[src/rtl/banda_iesire.sv]
// rtl/banda_iesire.sv - belt-end output buffer feeding the packing station
// Circular FIFO with registered stall, sticky overflow, delivered-item counter and level FSM.
module banda_iesire #(
   parameter int W     = 8,
   parameter int DEPTH = 4
) (
   input  logic                       clk,
   input  logic                       reset,
   input  logic                       in_valid,
   input  logic [W-1:0]               in_data,
   output logic                       in_stall,
   output logic                       out_valid,
   output logic [W-1:0]               out_data,
   input  logic                       out_ready,
   input  logic                       flush,
   output logic [$clog2(DEPTH):0]     level,
   output logic [1:0]                 state,
   output logic [15:0]                count,
   output logic                       overflow
);

   localparam int AW = $clog2(DEPTH);
   localparam int LW = AW + 1;
   localparam logic [LW-1:0] FULL = LW'(DEPTH);

   typedef enum logic [1:0] {
      GOL   = 2'b00,
      ACTIV = 2'b01,
      PLIN  = 2'b10
   } stare_t;

   logic [W-1:0]  mem [DEPTH];
   logic [AW-1:0] wr_ptr;
   logic [AW-1:0] rd_ptr;
   logic [LW-1:0] level_q;
   logic [LW-1:0] level_d;
   logic [15:0]   count_q;
   logic          overflow_q;
   stare_t        state_q;
   stare_t        state_d;
   logic          push;
   logic          pop;

   // Stall and valid come only from registered level, so out_ready never reaches in_stall.
   assign in_stall  = (level_q == FULL);
   assign out_valid = (level_q != '0);
   assign out_data  = mem[rd_ptr];
   assign level     = level_q;
   assign state     = state_q;
   assign count     = count_q;
   assign overflow  = overflow_q;

   assign push = in_valid && !in_stall && !flush;
   assign pop  = out_valid && out_ready && !flush;

   always_comb begin
      level_d = level_q;
      if (flush) begin
         level_d = '0;
      end else begin
         case ({push, pop})
            2'b10:   level_d = level_q + LW'(1);
            2'b01:   level_d = level_q - LW'(1);
            default: level_d = level_q;
         endcase
      end
   end

   always_comb begin
      state_d = state_q;
      case (state_q)
         GOL:     if (push) state_d = ACTIV;
         ACTIV: begin
            if (level_d == FULL)    state_d = PLIN;
            else if (level_d == '0) state_d = GOL;
         end
         PLIN:    if (pop) state_d = ACTIV;
         default: state_d = GOL;
      endcase
      if (flush) state_d = GOL;
   end

   // Storage is deliberately left out of reset; level and pointers alone define contents.
   always_ff @(posedge clk) begin
      if (push) mem[wr_ptr] <= in_data;
   end

   always_ff @(posedge clk) begin
      if (reset) begin
         wr_ptr     <= '0;
         rd_ptr     <= '0;
         level_q    <= '0;
         count_q    <= '0;
         overflow_q <= 1'b0;
         state_q    <= GOL;
      end else begin
         level_q <= level_d;
         state_q <= state_d;
         if (flush) begin
            wr_ptr <= '0;
            rd_ptr <= '0;
         end else begin
            if (push) wr_ptr <= wr_ptr + AW'(1);
            if (pop)  rd_ptr <= rd_ptr + AW'(1);
         end
         if (pop && count_q != 16'hFFFF) count_q <= count_q + 16'd1;
         if (in_valid && in_stall) overflow_q <= 1'b1;
      end
   end

endmodule
[config.mk]
export PLATFORM = sky130hd
export DESIGN_NAME = banda_iesire
export DESIGN_NICKNAME = d
export VERILOG_FILES = /design/src/rtl/banda_iesire.sv
export SDC_FILE = /design/constraint.sdc
export NUM_CORES = 1
export LEC_CHECK = 0
export CORE_MARGIN = 3
export CORE_UTILIZATION = 31
export DETAILED_ROUTE_END_ITERATION = 10
export PLACE_DENSITY = 0.56
export RECOVER_POWER = 25
export SYNTH_ARGS = -nofsm -noshare
export SYNTH_HDL_FRONTEND = slang
export SYNTH_SLANG_ARGS = --single-unit
[constraint.sdc]
create_clock -name clk -period 2.7 [get_ports clk]
set_input_delay 0.81 -clock clk [delete_from_list [all_inputs] [get_ports clk]]
set_output_delay 0.81 -clock clk [all_outputs]
set_load 0.02 [all_outputs]
After elaboration in Yosys (flattened, before gate mapping) --
Memory sizes are Yosys's and may differ from the RTL's. A register that Yosys moved wholly into a read port is not among the register bits. Index checks and enable logic that the tools add are counted.
Storage, ports and cells: memory bits (read-only) 0, bits of input ports 13, bits in registers 26, RAM bits 32, logic and storage cells 46, memories 1, latch bits 0
Cells by class: bitwise logic cells 0, reductions and logical operators 13, add/sub/neg operators 5, mux-type cells 11, order comparisons 0, div/mod/pow operators 0, multipliers 0, eq/ne operators 10, shift operators 0
Memory list:
- mem | words 4, width 8, read ports 1, clocked after memory_dff 1, write ports 1, RTL line 32 | logic [W-1:0] mem [DEPTH];
Operator list (count):
- adder 16 x 1 -> 16 bit (second input constant) | 1
- inequality test 16 bit (second input constant) | 1
- two-way mux 2 bit | 6
- == test 3 bit (second input constant) | 2
- logical AND 1 bit | 6
- one-hot mux 2 bit (3 select lines) | 1
- one-hot mux 3 bit (2 select lines) | 1
- adder 2 x 1 -> 2 bit (second input constant) | 2
- == test 2 x 1 -> 1 bit (second input constant) | 2
- == test 2 bit (second input constant) | 2
- inequality test 2 bit (second input constant) | 2
- adder 3 x 1 -> 3 bit (second input constant) | 1
- zero test 3 bit | 1
- two-way mux 3 bit | 1
- inequality test 3 bit (second input constant) | 1
- AND reduction 3 bit | 1
- nonzero test 3 bit | 1
- subtractor 3 x 1 -> 3 bit (second input constant) | 1
- zero test 1 bit | 2
- zero test 2 bit | 1
- two-way mux 1 bit | 2
- OR reduction 2 bit | 1

Depth between registers and ports, before layout --
Gate-level depths: netlist of run 1.
word-level depth 11, gate-level depth with buffers 10, gate-level depth less buffers 9

Worst setup path after synthesis of run 1 --
OpenSTA, ideal clock, no wires.
kind in2reg, from input flush, to register state_q[1] (netlist: state[1]), cell stages on the path 8, data arrival time 2.659 ns, path slack -0.060 ns, path buffers 0, cells stage by stage nor3b_1 inv_1 ha_1 fa_1 xnor2_1 or3_1 a21o_1 o41ai_1
Between the ends: cells in the longest elaborated chain, start to end 8, elaborated cells on any way between the ends 16, those cells by class eq/ne (6); mux (4); reduce/logical (6)
RTL lines:
- start, declared | RTL line 15 | input logic flush,
- zero test 1 bit | RTL line 53, 54
- logical AND 1 bit (on tied branches) | RTL line 54, 53
- == test 2 x 1 -> 1 bit or == test 2 bit (tied branches) | RTL line 61 | case ({push, pop})
- one-hot mux 3 bit (2 select lines) | RTL line 61
- two-way mux 3 bit | RTL line 58 | if (flush) begin
- == test 3 bit or zero test 3 bit (tied branches) | RTL line 74, 75
- inequality test 3 bit (no source line) or two-way mux 2 bit (tied branches)
- AND reduction 3 bit (no source line) or one-hot mux 2 bit (3 select lines) (tied branches)
- end signal, assigned | RTL line 98 | state_q <= state_d;
- end, declared | RTL line 39 | stare_t state_q;
Parallel ways exist; a longest one is shown, timed or not. A chain may end at the register's enable or synchronous reset.

Worst setup path after layout of run 1 --
from input out_ready, to register state_q[1] (netlist: state[1])
Between the ends: cells in the longest elaborated chain, start to end 8, elaborated cells on any way between the ends 13, those cells by class eq/ne (5); mux (4); reduce/logical (4)
RTL lines:
- start, declared | RTL line 14 | input logic out_ready,
- logical AND 1 bit * (2 in a row) | RTL line 54 | assign pop = out_valid && out_ready && !flush;
- net pop | RTL line 42 | logic pop;
- == test 2 x 1 -> 1 bit or == test 2 bit (tied branches) | RTL line 61
- one-hot mux 3 bit (2 select lines) | RTL line 61
- two-way mux 3 bit | RTL line 58
- == test 3 bit or zero test 3 bit (tied branches) | RTL line 74, 75
- inequality test 3 bit (no source line) or two-way mux 2 bit (tied branches)
- AND reduction 3 bit (no source line) or one-hot mux 2 bit (3 select lines) (tied branches)
Mark *: on every way through the listed nets, which the timed path passes. The rest lies on a longest branch.

==> run metrics, run 1 <==
Leakage 1.26 nW; CP max-delay cell clkdlybuf4s50_1; DIE WIDTH 98.1 um; ys async rst share 0%; H-tree lvl count 3; top post-synthesis cells by count 32 x edfxtp_1, 28 x dfxtp_1, 16 x a21oi_1; worst endpoint required time 2.93 ns; Synth Cell Area 2630 um^2; worst slack at placement -0.457 ns; Core Box Area 7970 um^2; fin. max-slew vios 0; fill count 731; classification of the worst setup path primary input to flip-flop; global-route wire length before repair 9050 um; antenna cell count 0; layout cells sized above 1 20.1%; total track usage 11.9%; sequential element share of the synthesized area 57.9%; fin util 44.6%; Final Hold Fails 0; min-delay worst type flip-flop to flip-flop; grt total ovfl 0; Yosys cell types 46; CTS tree yes; Yosys top cell by area edfxtp_1; nets 289; flops & latches, synth 60; drt total wl 5460 um; CP Data Arrival Time 2.80 ns; startpoint types primary input; deepest clock path buffer count 2; DR DRC count 0; # setup viols final 0; drt wl/cell 14.5 um; port bufs 44; Die Span Y 98.1 um; clk slew on worst S/H paths 0.06 ns; post-DP HPWL 3680 um; cts bufs inserted 9; drt first pass iters 4; clk root buf clkbuf_8; Yosys Warn Count 0; Setup Skew 0.00927 ns; Main synth FF type edfxtp_1; Starting DRT DRC Count 74; vias in the first global route 1,845; count leader, synth edfxtp_1; EDFF count, synth 32; routed vias 1,885; min cycle time layout 2.57 ns; run status finished clean; period utilisation layout 95.2%; routability cong. 0.685; Max-Cap Viols 0; Starting Density 33.0%; Rows 32; largest net degree at the start of global routing 20; ranking of synthesized cells by area edfxtp_1 37%, dfxtp_1 21%, mux4_2 6.9%; CP Cell Sequence clkdlybuf4s50_1 -> and2b_4 -> nand2_2 -> inv_1 -> ha_2 -> fa_2 -> xnor2_1 -> or3_1 -> a21o_1 -> o41ai_2; fmax 389 MHz; critical path's largest stage delay 0.40 ns; Cells after Synth 202; drt via density 5.01; Synth top area share 36.6%; num ports 45; Syn Area/Cell 13.0 um^2; area grow syn2layout 35.2%; Worst VDD drop 0.284 mV; Crit Path Max Fanout 2; P per Cell Area 525 nW/um^2; Reg2Reg Depth 9; antenna viol nets, final 0; RSZ-0062 raised after global routing no; final worst slack 0.131 ns; CP Capture Type flip-flop; initial antenna violation count 0; slew at the pin closest to its max-slew limit 0.727 ns; Slew headroom 51.2%; Clock Sinks 60; Net Count, Synth 222; clock latency on the worst-skew pair 0.33 ns; hold depth 2; die area 9620 um^2
[worst max-delay path: cells and delay by family]
kind	cells	cell delay, ns
compound gates	2	0.36
xor+xnor	1	0.13
fa+ha+maj	2	0.51
buf+inv	2	0.45
simple gates	3	0.53
[state kept, by name, summed over array words and instances (netlist names), named ones only]
name and flops:
mem 32, count 16, level 3, rd_ptr 2, state 2, wr_ptr 2
overflow 1
[per-layer routing]
| metal | routed length [um] | up-vias | GRT usage, % |
|---|---|---|---|
| met5 | 0 | - | 0 |
| met1 | 2450 | 907 | 15.3 |
| met4 | 88 | 0 | 5.43 |
| li1 | - | 922 | - |
| met3 | 248 | 9 | 3.43 |
| met2 | 2670 | 47 | 18.7 |
[report_power, final]
part,leakage [nW],total [mW],internal [mW],switching (mW)
clock network,0.0951,0.775,0.448,0.326
registers,0.517,0.977,0.971,0.00579
logic,0.646,0.113,0.0579,0.0550
total,1.26,1.86,1.48,0.387
[layout by cell type (no fill, tap or decap), drive strengths merged, types with 7 or more instances in the layout]
master         instances
edfxtp                32
dfxtp                 28
clkdlybuf4s50         25
buf                   20
a21oi                 16
nor2                  13
clkbuf                13
o31ai                 12
or4                   11
mux4                   8
dlygate4sd3            8
dlygate4sd2            8
nand4                  7
[path summary, 6_finish.rpt]
kind	startpoint	slack [ns]	to
worst max register to register	level[1]$_SDFF_PP0_	0.36	state[1]$_SDFFE_PP0P_
worst min register to register	overflow$_SDFFE_PP0P_	0.48	overflow$_SDFFE_PP0P_
worst min-delay path	overflow$_SDFFE_PP0P_	0.48	overflow$_SDFFE_PP0P_
worst max-delay path	out_ready	0.13	state[1]$_SDFFE_PP0P_
[what timing repair did]
| item | in CTS | in global routing |
|---|---|---|
| resized for setup | 11 | 5 |
| hold buffers | 0 | 0 |
| gates cloned | 0 | 0 |
| setup buffers | 1 | 1 |
| pin swaps | 2 | 1 |
| hold endpoints to repair | 0 | 0 |
| endpoints found under the setup margin | 10 | 4 |
[per-stage QoR]
stage          cells  setup TNS (ns)  hold WS (ns)  cell area [um^2]  total power, mW
6_report         376               0         0.476              3550             1.86
3_3_place_gp     358          -0.873         0.461              3330             1.11
2_1_floorplan    202               0         0.485              2640             1.05
4_1_cts          375               0         0.484              3530             1.89
5_1_grt          376               0         0.521              3550             1.94
3_5_place_dp     358          -0.950         0.467              3330             1.11
[kinds of logic after synthesis]
kind of cell / after synthesis / synth area share (%)
buffers and inverters: 14 / 2.29
multiplexers: 10 / 7.62
AND/OR/NAND/NOR: 68 / 17.6
XOR/XNOR: 5 / 1.67
AO/OA/AOI/OAI: 38 / 9.33
flip-flops: 60 / 57.9
adder cells (fa/ha/maj): 7 / 3.62
[layout make-up]
class                      count  area [um^2]  share of cell area [%]
clock buffer                  13          149                    4.19
clock inverter                 3         38.8                    1.09
inverter                       6         22.5                   0.634
multi-input combinational    128         1080                    30.4
sequential                    60         1520                    42.8
tap                          102          128                    3.59
timing repair buffer          64          613                    17.3
Power figures use the tool's default switching activity.
==> inputs of run 2 (changes only) <==
- GPL_TIMING_DRIVEN: default -> 1
- MAX_ROUTING_LAYER: default -> met4
==> run 2 against run 1 <==
  * Flip-flop and latch count did not move
  * Clock skew fell by 0.00056 ns
  * Setup slack improved by 0.0038 ns
  * Largest cell class unchanged
  * Largest power group unchanged
  * Highest routed layer unchanged
==> run metrics, run 2 (synthesized netlist as in run 1, its figures left out) <==
routed vias 1,865 (was 1,885); Largest Register mem (unchanged); Tot Pwr 1.87 mW (was 1.86 mW); Rows 32 (unchanged); drt via density 4.96 (was 5.01); port bufs 44 (unchanged); antenna viol nets, final 0 (unchanged); Crit Path Max Fanout 2 (unchanged); min cycle time layout 2.57 ns (about the same); CP Data Arrival Time 2.80 ns (about the same); Final Hold Fails 0 (unchanged); Sw Pwr 0.391 mW (was 0.387 mW); vias in the first global route 1,841 (was 1,845); grt total ovfl 0 (unchanged); H-tree lvl count 3 (unchanged); flip-flop count of the largest register after layout 32 (unchanged); fin util 44.6% (unchanged); Setup Skew 0.00870 ns (was 0.00927 ns); slew at the pin closest to its max-slew limit 0.741 ns (was 0.727 ns); DR DRC count 0 (unchanged); Starting DRT DRC Count 76 (was 74); Starting Density 33.0% (unchanged); run status finished clean (unchanged); cts bufs inserted 9 (unchanged); Worst VDD drop 0.287 mV (was 0.284 mV); Clock Sinks 60 (unchanged); nets 289 (unchanged); min-delay src overflow$_SDFFE_PP0P_ (unchanged); global-route wire length before repair 9070 um (was 9050 um); sequential share of power 52.3% (was 52.4%); fill count 731 (unchanged); drt first pass iters 4 (unchanged); critical path startpoint out_ready (unchanged); CP Capture Type flip-flop (unchanged); Leakage 1.26 nW (unchanged); Core Box Area 7970 um^2 (unchanged); RR Startpoint level[1]$_SDFF_PP0_ (unchanged); most frequent cells in the layout 32 x edfxtp_1, 28 x dfxtp_1, 25 x clkdlybuf4s50_1, 18 x buf_4, 16 x a21oi_1 (unchanged); deepest clock path buffer count 2 (unchanged); num ports 45 (unchanged); WP depth 10 (unchanged); CTS tree yes (unchanged); RSZ-0062 raised after global routing no (unchanged); period utilisation layout 95.0% (was 95.2%); cell-internal power 1.48 mW (about the same); CP Buf/Inv Count 2 (unchanged); area grow syn2layout 35.2% (unchanged); hold depth 2 (unchanged); critical path's largest stage delay 0.40 ns (about the same); DIE WIDTH 98.1 um (unchanged); routability cong. 0.692 (was 0.685); commonest non-fill, non-tap cell in the layout edfxtp_1 (unchanged); CP Cell Sequence clkdlybuf4s50_1 -> and2b_4 -> nand2_2 -> inv_1 -> ha_2 -> fa_2 -> xnor2_1 -> or3_1 -> a21o_1 -> o41ai_2 (unchanged); Slew headroom 50.3% (was 51.2%); P per Cell Area 526 nW/um^2 (was 525 nW/um^2); initial antenna violation count 0 (unchanged); worst endpoint required time 2.93 ns (about the same); total track usage 12.3% (was 11.9%); Reg2Reg Depth 9 (unchanged); fmax 390 MHz (was 389 MHz); antenna cell count 0 (unchanged); min-delay worst type flip-flop to flip-flop (unchanged); post-DP HPWL 3680 um (unchanged); classification of the worst setup path primary input to flip-flop (unchanged); drt wl/cell 14.5 um (about the same); Crit path max-delay family simple AND/OR/NAND/NOR gates (unchanged); clk slew on worst S/H paths 0.06 ns (about the same); Sw Ratio 20.9% (was 20.8%); Gate power share 6.0% (was 6.1%); layout cells sized above 1 20.1% (unchanged); startpoint types primary input (unchanged); clock latency on the worst-skew pair 0.33 ns (about the same); clock share of power 41.7% (was 41.5%); clk root buf clkbuf_8 (unchanged); largest net degree at the start of global routing 20 (unchanged); Die Span Y 98.1 um (unchanged); Max-Cap Viols 0 (unchanged); fin. max-slew vios 0 (unchanged); drt total wl 5430 um (was 5460 um); # setup viols final 0 (unchanged); die area 9620 um^2 (unchanged); CP max-delay cell clkdlybuf4s50_1 (unchanged)
## run 2: cell counts in the layout (fill, tap and decap cells not counted)
Identical to the previous run, type by type.
## run 2: path summary, 6_finish.rpt
| path | to | slack, ns |
|---|---|---|
| max | state[1]$_SDFFE_PP0P_ | 0.13 |
| min | overflow$_SDFFE_PP0P_ | 0.48 |
| max reg2reg | state[1]$_SDFFE_PP0P_ | 0.36 |
| min reg2reg | overflow$_SDFFE_PP0P_ | 0.48 |
## run 2: worst min-delay path: stages, from the launching register on
cell,delay [ns]
dfxtp_1,0.33
a21oi_1,0.04
nor2_1,0.07
## run 2: power groups by stage
| stage | Clock [mW] | Sequential (mW) | Combinational (mW) |
|---|---|---|---|
| 5_1_grt | 0.838 | 0.978 | 0.123 |
| 3_5_place_dp | 0 | 0.997 | 0.117 |
| 3_3_place_gp | 0 | 0.997 | 0.117 |
| 2_1_floorplan | 0 | 0.998 | 0.0500 |
| 4_1_cts | 0.798 | 0.977 | 0.115 |
| 6_report | 0.778 | 0.977 | 0.113 |
## run 2: metrics by stage
| step | hold slack (ns) | cells | cell area, um^2 | TNS, ns | worst slack (ns) |
|---|---|---|---|---|---|
| 6_report | 0.476 | 376 | 3550 | 0 | 0.135 |
| 5_1_grt | 0.521 | 376 | 3550 | 0 | 0.0119 |
| 4_1_cts | 0.484 | 375 | 3530 | 0 | 0.00271 |
| 3_5_place_dp | 0.467 | 358 | 3330 | -0.950 | -0.457 |
| 3_3_place_gp | 0.461 | 358 | 3330 | -0.873 | -0.410 |
| 2_1_floorplan | 0.485 | 202 | 2640 | 0 | 0.00370 |
## run 2: cell type report
cell class / count / area (um^2) / share of cell area (%)
multi-input cells: 128 / 1080 / 30.4
flip-flops and latches: 60 / 1520 / 42.8
repair buffers: 64 / 613 / 17.3
clock inverters: 3 / 38.8 / 1.09
inverters: 6 / 22.5 / 0.634
well taps: 102 / 128 / 3.59
clock buffers: 13 / 149 / 4.19
## run 2: repair_timing
| action | in CTS | in global routing |
|---|---|---|
| pin swaps | 2 | 1 |
| resized for setup | 11 | 5 |
| buffers inserted | 1 | 1 |
| setup endpoints to repair | 10 | 4 |
| hold buffers | 0 | 0 |
## run 2: routing by layer
metal / up-vias / global-route usage, % / share of wire [%]
li1: 922 / - / -
met3: 8 / 3.00 / 3.7
met1: 897 / 15.6 / 46
met5: - / - / 0
met4: 0 / 5.43 / 1.7
met2: 38 / 18.7 / 49
==> inputs of run 3 (changes only) <==
- GPL_ROUTABILITY_DRIVEN: default -> 0
==> results of run 3 <==
The final DEF is identical to that of run 2; final timing and power are the same.
